===== config.mk =====
export PLATFORM = sky130hd
export DESIGN_NAME = multi_dataflow_engine_fsm
export DESIGN_NICKNAME = d
export VERILOG_FILES = /design/src/rtl/multi_dataflow_package.sv /design/src/rtl/multi_dataflow_fsm_watchdog.sv /design/src/rtl/multi_dataflow_engine_fsm.sv
export SDC_FILE = /design/constraint.sdc
export NUM_CORES = 1
export LEC_CHECK = 0
export BUFFER_PORTS_ARGS = -buffer_cell sky130_fd_sc_hd__buf_2
export CORE_MARGIN = 4
export CORE_UTILIZATION = 51
export CTS_CLUSTER_DIAMETER = 150
export DETAILED_ROUTE_END_ITERATION = 8
export HOLD_SLACK_MARGIN = 0.03
export PLACE_DENSITY = 0.77
export SETUP_SLACK_MARGIN = 0.15
export SYNTH_ARGS = -nofsm -noshare
export SYNTH_HDL_FRONTEND = slang
export SYNTH_SLANG_ARGS = --single-unit

===== constraint.sdc =====
create_clock -name clk_i -period 2.8 [get_ports clk_i]
set_input_delay 0.14 -clock clk_i [delete_from_list [all_inputs] [get_ports clk_i]]
set_output_delay 0.14 -clock clk_i [all_outputs]
set_load 0.03 [all_outputs]

===== src/rtl/multi_dataflow_package.sv =====
// Shared types for the multi-dataflow job sequencer: FSM state encoding and
// the control/flag payloads exchanged with the register file and debug taps.
package multi_dataflow_package;

    localparam int unsigned CNT_LEN = 32;

    typedef enum logic [2:0] {
        FSM_IDLE,
        FSM_STARTING,
        FSM_COMPUTE,
        FSM_UPDATE,
        FSM_TERMINATE
    } engine_fsm_state_t;

    typedef struct packed {
        logic               start;
        logic [CNT_LEN-1:0] len;
    } ctrl_engine_fsm_t;

    typedef struct packed {
        logic               busy;
        logic               done;
        logic               err;
        logic               kernel_ready;
        logic [CNT_LEN-1:0] cnt_out;
    } flags_engine_fsm_t;

endpackage


===== src/rtl/multi_dataflow_fsm_watchdog.sv =====
// Cycle counter that flags a stalled kernel: counts while run_i is high and
// reports expiry once TIMEOUT_CYCLES-1 is reached without a clear.
module multi_dataflow_fsm_watchdog #(
    parameter int unsigned TIMEOUT_CYCLES = 4096
) (
    input  logic clk_i,
    input  logic rst_ni,
    input  logic clear_i,
    input  logic run_i,
    output logic expired_c
);

    localparam int unsigned WD_W = (TIMEOUT_CYCLES > 2) ? $clog2(TIMEOUT_CYCLES) : 1;

    logic [WD_W-1:0] cnt_d, cnt_q;

    assign expired_c = run_i && (cnt_q == WD_W'(TIMEOUT_CYCLES - 1));

    // Held at zero outside the supervised states so every entry starts fresh.
    always_comb begin
        cnt_d = cnt_q;
        if (clear_i || !run_i) begin
            cnt_d = '0;
        end else if (!expired_c) begin
            cnt_d = cnt_q + WD_W'(1);
        end
    end

    always_ff @(posedge clk_i or negedge rst_ni) begin
        if (!rst_ni) begin
            cnt_q <= '0;
        end else begin
            cnt_q <= cnt_d;
        end
    end

endmodule


===== src/rtl/multi_dataflow_engine_fsm.sv =====
// Job sequencer in front of the kernel adapter: turns a start trigger into
// streamer/kernel start pulses and micro-loop strobes, and reports job end.
// Optional stall watchdog: define MULTI_DATAFLOW_FSM_WATCHDOG_EN.
module multi_dataflow_engine_fsm
    import multi_dataflow_package::*;
#(
    parameter int unsigned N_IN           = 3,
    parameter int unsigned CNT_W          = CNT_LEN,
    parameter int unsigned TIMEOUT_CYCLES = 4096
) (
    input  logic             clk_i,
    input  logic             rst_ni,
    input  logic             clear_i,
    input  logic             start_i,
    input  logic [CNT_W-1:0] len_i,
    input  logic [N_IN-1:0]  src_ready_i,
    input  logic             sink_ready_i,
    input  logic             kernel_ready_i,
    input  logic             kernel_done_i,
    input  logic             kernel_idle_i,
    output logic [N_IN-1:0]  src_start_o,
    output logic             sink_start_o,
    output logic             kernel_start_o,
    output logic             uloop_enable_o,
    output logic             busy_o,
    output logic             done_o,
    output logic [CNT_W-1:0] cnt_out_o,
    output logic             err_o
);

    engine_fsm_state_t state_d, state_q;
    logic [CNT_W-1:0]  len_d, len_q;
    logic [CNT_W-1:0]  cnt_d, cnt_q;
    logic [CNT_W-1:0]  cnt_inc;
    logic [N_IN-1:0]   src_start_d, src_start_q;
    logic              sink_start_d, sink_start_q;
    logic              kernel_start_d, kernel_start_q;
    logic              uloop_d, uloop_q;
    logic              busy_d, busy_q;
    logic              done_d, done_q;
    logic              err_d, err_q;
    logic              wd_expired_c;

    ctrl_engine_fsm_t  ctrl;
    flags_engine_fsm_t flags;
    logic [1:0]        dbg_unused;

    assign ctrl.start = start_i;
    assign ctrl.len   = CNT_LEN'(len_i);

`ifdef MULTI_DATAFLOW_FSM_WATCHDOG_EN
    logic wd_run, wd_clear;

    assign wd_run   = (state_q == FSM_COMPUTE) || (state_q == FSM_TERMINATE);
    assign wd_clear = clear_i || kernel_done_i;

    multi_dataflow_fsm_watchdog #(
        .TIMEOUT_CYCLES (TIMEOUT_CYCLES)
    ) i_watchdog (
        .clk_i     (clk_i),
        .rst_ni    (rst_ni),
        .clear_i   (wd_clear),
        .run_i     (wd_run),
        .expired_c (wd_expired_c)
    );
`else
    assign wd_expired_c = 1'b0;
`endif

    assign cnt_inc = cnt_q + CNT_W'(1);

    // Next-state and registered-pulse logic; clear overrides every state.
    always_comb begin
        state_d        = state_q;
        len_d          = len_q;
        cnt_d          = cnt_q;
        err_d          = err_q;
        src_start_d    = '0;
        sink_start_d   = 1'b0;
        kernel_start_d = 1'b0;
        uloop_d        = 1'b0;
        done_d         = 1'b0;

        if (clear_i) begin
            state_d = FSM_IDLE;
            cnt_d   = '0;
            err_d   = 1'b0;
        end else begin
            case (state_q)
                FSM_IDLE: begin
                    if (ctrl.start) begin
                        if (ctrl.len != '0) begin
                            len_d   = CNT_W'(ctrl.len);
                            cnt_d   = '0;
                            err_d   = 1'b0;
                            state_d = FSM_STARTING;
                        end else begin
                            done_d = 1'b1;
                        end
                    end
                end
                FSM_STARTING: begin
                    if ((&src_ready_i) && sink_ready_i) begin
                        src_start_d    = '1;
                        sink_start_d   = 1'b1;
                        kernel_start_d = 1'b1;
                        state_d        = FSM_COMPUTE;
                    end
                end
                FSM_COMPUTE: begin
                    if (kernel_done_i) begin
                        cnt_d   = cnt_inc;
                        uloop_d = 1'b1;
                        state_d = (cnt_inc == len_q) ? FSM_TERMINATE : FSM_UPDATE;
                    end else if (wd_expired_c) begin
                        err_d   = 1'b1;
                        done_d  = 1'b1;
                        state_d = FSM_IDLE;
                    end
                end
                FSM_UPDATE: begin
                    kernel_start_d = 1'b1;
                    state_d        = FSM_COMPUTE;
                end
                FSM_TERMINATE: begin
                    if (kernel_idle_i || wd_expired_c) begin
                        err_d   = err_q | (wd_expired_c & ~kernel_idle_i);
                        done_d  = 1'b1;
                        state_d = FSM_IDLE;
                    end
                end
                default: begin
                    state_d = FSM_IDLE;
                end
            endcase
        end

        busy_d = (state_d != FSM_IDLE);
    end

    always_ff @(posedge clk_i or negedge rst_ni) begin
        if (!rst_ni) begin
            state_q        <= FSM_IDLE;
            len_q          <= '0;
            cnt_q          <= '0;
            err_q          <= 1'b0;
            src_start_q    <= '0;
            sink_start_q   <= 1'b0;
            kernel_start_q <= 1'b0;
            uloop_q        <= 1'b0;
            busy_q         <= 1'b0;
            done_q         <= 1'b0;
        end else begin
            state_q        <= state_d;
            len_q          <= len_d;
            cnt_q          <= cnt_d;
            err_q          <= err_d;
            src_start_q    <= src_start_d;
            sink_start_q   <= sink_start_d;
            kernel_start_q <= kernel_start_d;
            uloop_q        <= uloop_d;
            busy_q         <= busy_d;
            done_q         <= done_d;
        end
    end

    // Status payload; kernel_ready is carried only as a debug tap.
    assign flags.busy         = busy_q;
    assign flags.done         = done_q;
    assign flags.err          = err_q;
    assign flags.kernel_ready = kernel_ready_i;
    assign flags.cnt_out      = CNT_LEN'(cnt_q);

    assign dbg_unused = {flags.kernel_ready, ^32'(TIMEOUT_CYCLES)};

    assign src_start_o    = src_start_q;
    assign sink_start_o   = sink_start_q;
    assign kernel_start_o = kernel_start_q;
    assign uloop_enable_o = uloop_q;
    assign busy_o         = flags.busy;
    assign done_o         = flags.done;
    assign err_o          = flags.err;
    assign cnt_out_o      = CNT_W'(flags.cnt_out);

endmodule


Yosys cells after proc, flatten, opt, wreduce, memory -nomap -nowiden

Index checks and enable logic that the tools add are counted.

Bits in registers: 76
Input port bits: 43
Word-level logic and storage cells: 65

Add/subtract/negate cells: 1
Equal/unequal tests: 8
Multiplexer cells: 33
Bitwise logic cells: 1
Reduce and logical (&&, ||, !) cells: 12

Operator list:

| operator                                      | count |
|---|---|
| 2-to-1 mux 32 bit                             | 4 |
| one-hot mux 32 bit (2 select lines)           | 1 |
| adder 32 x 1 -> 32 bit, second input constant | 1 |
| == test 32 bit                                | 1 |
| nonzero test 32 bit                           | 1 |
| 2-to-1 mux 3 bit                              | 10 |
| 2-to-1 mux 1 bit                              | 15 |
| one-hot mux 3 bit (5 select lines)            | 1 |
| != test 3 bit, second input constant          | 3 |
| AND reduction 4 bit                           | 2 |
| == test 3 x 2 -> 1 bit, second input constant | 2 |
| AND reduction 3 bit                           | 2 |
| nonzero test 2 bit                            | 3 |
| nonzero test 3 bit                            | 2 |
| one-hot mux 1 bit (2 select lines)            | 2 |
| == test 3 x 1 -> 1 bit, second input constant | 1 |
| == test 3 bit, second input constant          | 1 |
| logical NOT 3 bit                             | 1 |
| logical AND 1 bit                             | 1 |
| inverter 1 bit                                | 1 |

Logic depth before layout (Yosys ltp)

Word-level depth: 7
Gate-level depth with buffers: 11
Gate-level depth less buffers: 9

Worst setup path before layout

No wires, ideal clock.

Path kind: reg2reg
Start point: register cnt_q[0] (netlist: cnt_out_o[0])
End point: register state_q[1]
Library setup time: 0.131 ns
Data arrival time: 2.719 ns
Data required time: 2.669 ns
Slack: -0.049 ns
Cell stages (with the launch flop): 11
Clock period less this slack: 2.849 ns
Path through: dfrtp_1 -> ha_1 -> buf_2 -> nand3_1 -> nor4_1 -> and4_1 -> o22ai_1 -> nor4_1 -> nand3_1 -> o41ai_1 -> a21boi_1

Word-level cells in the longest chain between the ends: 6

Ends and longest elaborated chain:

| element                            | RTL line                         | text |
|---|---|---|
| start, declared                    | multi_dataflow_engine_fsm.sv:33  | `logic [CNT_W-1:0] cnt_d, cnt_q;` |
| start signal, assigned             | multi_dataflow_engine_fsm.sv:156 | `cnt_q <= cnt_d;` |
| adder 32 x 1 -> 32 bit             | multi_dataflow_engine_fsm.sv:70  | `assign cnt_inc = cnt_q + CNT_W'(1);` |
| == test 32 bit                     | multi_dataflow_engine_fsm.sv:114 | `state_d = (cnt_inc == len_q) ? FSM_TERMINATE : FSM_UPDATE;` |
| 2-to-1 mux 3 bit                   | multi_dataflow_engine_fsm.sv:114 |  |
| 2-to-1 mux 3 bit                   | multi_dataflow_engine_fsm.sv:111 | `if (kernel_done_i) begin` |
| one-hot mux 3 bit (5 select lines) | multi_dataflow_engine_fsm.sv:89  | `case (state_q)` |
| 2-to-1 mux 3 bit                   | multi_dataflow_engine_fsm.sv:84  | `if (clear_i) begin` |
| net state_d[1]                     | multi_dataflow_engine_fsm.sv:31  | `engine_fsm_state_t state_d, state_q;` |
| end signal, assigned               | multi_dataflow_engine_fsm.sv:154 | `state_q <= state_d;` |
| end, declared                      | multi_dataflow_engine_fsm.sv:31  |  |

The timed path passes the listed nets, and every way through them passes these cells.
A chain may end at the register's enable or synchronous reset.

Worst setup path in the final report

Start point: register cnt_q[11] (netlist: cnt_out_o[11])
End point: register state_q[1]

The elaborated chain is that of the path after synthesis.

==> flow_metrics.env <==
export IMPL_synth_main_ff_cell="dfrtp_1"
export IMPL_critPathLaunchType="flop"
export IMPL_post_route_util_pct=72.6
export IMPL_routed_via_density=6.15
export IMPL_cts_buffers=9
export IMPL_cts_tree="built"
export IMPL_finalInstanceArea_sq_um=6060
export IMPL_avgSynthCellArea_sq_um=9.05
export IMPL_skew_ns=0.0128
export IMPL_period_needed_ns=2.67
export IMPL_place_congestion=0.994
export IMPL_cts_root_buf="clkbuf_8"
export IMPL_rows=33
export IMPL_critPathMaxFanout=4
export IMPL_synthCells=492
export IMPL_synth_fp_nets=536
export IMPL_fmax_mhz=374
export IMPL_hold_ws_ns=0.0386
export IMPL_fin_ws_ns=0.129
export IMPL_setup_viol=0
export IMPL_drt_pass1_iter_count=5
export IMPL_power_frac_seq_pct=49.7
export IMPL_grt_overflow_total=0
export IMPL_max_cap_violations=0
export IMPL_crit_path_end_kind="flop"
export IMPL_path_class="flop to flop"
export IMPL_internal_power_mw=1.75
export IMPL_arrival_ns=2.91
export IMPL_nFillCells=641
export IMPL_avgRoutedWirePerCell_um=18.8
export IMPL_grt_pass1_vias=4428
export IMPL_fin_crit_sh_pct=95.4
export IMPL_finalHoldViolations=0
export IMPL_placed_cell_area_sq_um=5370
export IMPL_crit_required_ns=3.04
export IMPL_synth_cell_types=58
export IMPL_hp_class="input pin to flop"
export IMPL_first_iter_violations=371
export IMPL_syn_area_sq_um=4450
export IMPL_route_detailed_drc=0
export IMPL_slowest_delay_ns=0.55
export IMPL_io_buffers=81
export IMPL_grt_setup_unrepaired="true"
export IMPL_die_h_um=101
export IMPL_total_power_mw=2.49
export IMPL_worst_pin_slew_ns=0.804
export IMPL_wl_um=14300
export IMPL_vias=4672
export IMPL_tns_ns=0
export IMPL_drive_gt1_share_pct=38.9
export IMPL_antenna_found_initial=0
export IMPL_maxSlewViolCount=0
export IMPL_grt_pass1_wl_um=21900
export IMPL_slew_headroom_pct=46.4
export IMPL_synth_seq_cells=72
export IMPL_clkPwrFrac_pct=29.6
export IMPL_grt_max_degree=40
export IMPL_clock_path_buffers=2
export IMPL_path_buf_inv=1
export IMPL_clk_latency_ns=0.36
export IMPL_critPathSlowestCell="or4_4"
export IMPL_status="finished, final reports clean"
export IMPL_track_usage_pct=27.4
export IMPL_ios=84
export IMPL_dieArea_sq_um=10300
export IMPL_dieWidth_um=101
export IMPL_core_sq_um=8340
export IMPL_start_util_pct=53.4
export IMPL_yosys_warnings=0
export IMPL_cp_top_family="simple AND/OR/NAND/NOR gates"
export IMPL_dp_hpwl_um=10200
export IMPL_netSwitchingFraction_pct=29.8
export IMPL_clk_pin_slew_ns=0.08
export IMPL_syn_to_final_growth_pct=36.1
export IMPL_htreeDepth=3
export IMPL_antenna_cells=0
export IMPL_dp_cells=709
export IMPL_final_cells=760
export IMPL_cts_sinks=72
export IMPL_pre_cts_ws_ns=-0.111
export IMPL_ir_worst_vdd_v=0.000319
export IMPL_power_density_cell_area_nw_per_um2=411
export IMPL_p_sw_mw=0.741
export IMPL_ant_nets=0
export IMPL_seq_area_frac_synth_pct=40.5
export IMPL_crit_chain="buf_6 > and4_4 > nand2_4 > or4_4 > or3_4 > a211oi_2 > nand4_1 > o41ai_2 > a21boi_1"
export IMPL_synth_edf_count=0
export IMPL_leakage_nw=2.76
export IMPL_postSynth_asyncResetShare_pct=100
export IMPL_p_comb_share_pct=20.7
export IMPL_finalNetCount=695
-- power groups by stage --
stage | Combinational (mW) | Sequential [mW] | Clock, mW
finish | 0.515 | 1.24 | 0.736
global route | 0.560 | 1.25 | 0.801
CTS | 0.487 | 1.24 | 0.747
detailed placement | 0.455 | 1.26 | 0
global placement | 0.439 | 1.25 | 0
floorplan | 0.318 | 1.23 | 0
-- Yosys cell counts (3+ instances only) --
master    number  area share [%]
a21oi_1       13             1.5
a31oi_1        6            0.84
and2_1         6            0.84
and3_1         6            0.84
and4_1         5            0.98
buf_1          3            0.25
buf_2         11             1.2
buf_4          5            0.84
clkbuf_1      15             1.3
dfrtp_1       72              40
inv_1         13             1.1
mux2_2        32             8.1
nand2_1       42             3.5
nand3_1       19             2.1
nand4_1       17             2.4
nor2_1        35             3.0
nor3_1        17             1.9
nor4_1        19             2.7
o21ai_0       49             5.5
o31ai_1       12             2.0
o41ai_1        8             1.6
or3_1          5            0.70
xnor2_1       26             5.1
xor2_1        15             3.0
-- flip-flops by register name (all words and copies together) (netlist names) --
name            cells
busy_o              1
cnt_out_o          32
done_o              1
kernel_start_o      1
len_q              32
src_start_o         1
state_q             3
uloop_enable_o      1
-- what timing repair did --
item	in CTS	in global routing
hold buffers	21	0
cloned	0	0
setup endpoints to repair	3	64
gates resized for setup	15	26
setup buffers	1	14
endpoints found under the hold margin	53	0
pin swaps	7	12
-- per-layer routing --
layer	vias to the layer above	share of wire, %	track usage, %
li1	2137	-	-
met1	2226	39	34.3
met2	259	49	45.3
met3	50	8.8	6.68
met4	0	3.3	11.9
met5	-	0	0
-- layout by cell type, fill, tap and decap left out, types with 3 or more instances in the layout --
| master | n |
|---|---|
| buf_2 | 81 |
| buf_4 | 75 |
| dfrtp_1 | 60 |
| o21ai_0 | 48 |
| nand2_1 | 41 |
| nor2_1 | 34 |
| mux2_2 | 32 |
| xnor2_1 | 26 |
| dlygate4sd3_1 | 21 |
| nand4_1 | 17 |
| nand3_1 | 16 |
| xor2_1 | 15 |
| nor3_1 | 14 |
| inv_1 | 13 |
| a21oi_1 | 12 |
| o31ai_1 | 12 |
| dfrtp_2 | 12 |
| nor4_1 | 11 |
| clkbuf_8 | 10 |
| o41ai_1 | 7 |
| and2_1 | 6 |
| nor4_4 | 6 |
| a31oi_1 | 6 |
| and3_1 | 5 |
| and4_1 | 4 |
| nor4_2 | 4 |
| or3_1 | 4 |
| buf_6 | 4 |
| nand3_2 | 3 |
| nor3_2 | 3 |
-- cell families after synthesis --
group / after synthesis / share of synthesized area (%)
xor gates and xnor gates: 41 / 8.07
adders and majority gates: 1 / 0.281
and+or+nand+nor: 187 / 22.3
other: 1 / 0.0842
DFF: 72 / 40.5
buffers and inverters: 47 / 4.69
AOI/OAI and AO/OA: 109 / 15.6
muxes: 34 / 8.54
-- final timing paths --
path / startpoint / to / slack [ns] / cells after the start
worst min-delay path: len_i[31] / len_q[31] / 0.04 / 2
worst min register to register: len_q[19] / len_q[19] / 0.53 / 1
min in group asynchronous: rst_ni / cnt_out_o[2] / 0.40 / 2
worst max-delay path: cnt_out_o[11] / state_q[1] / 0.13 / 9
worst max register to register: cnt_out_o[11] / state_q[1] / 0.13 / 9
max in group asynchronous: rst_ni / cnt_out_o[20] / 1.70 / 3
-- cell type report --
type                    instances  area, sq um  area share (%)
well taps                     105          131            2.17
inverters                      13         48.8           0.805
clock inverters                 3         18.8           0.310
clock buffers                  12          145            2.40
repair buffers                182         1240            20.5
flip-flops and latches         72         1820            30.0
multi-input cells             373         2650            43.8
No activity file was read; power rests on OpenSTA's default activity.
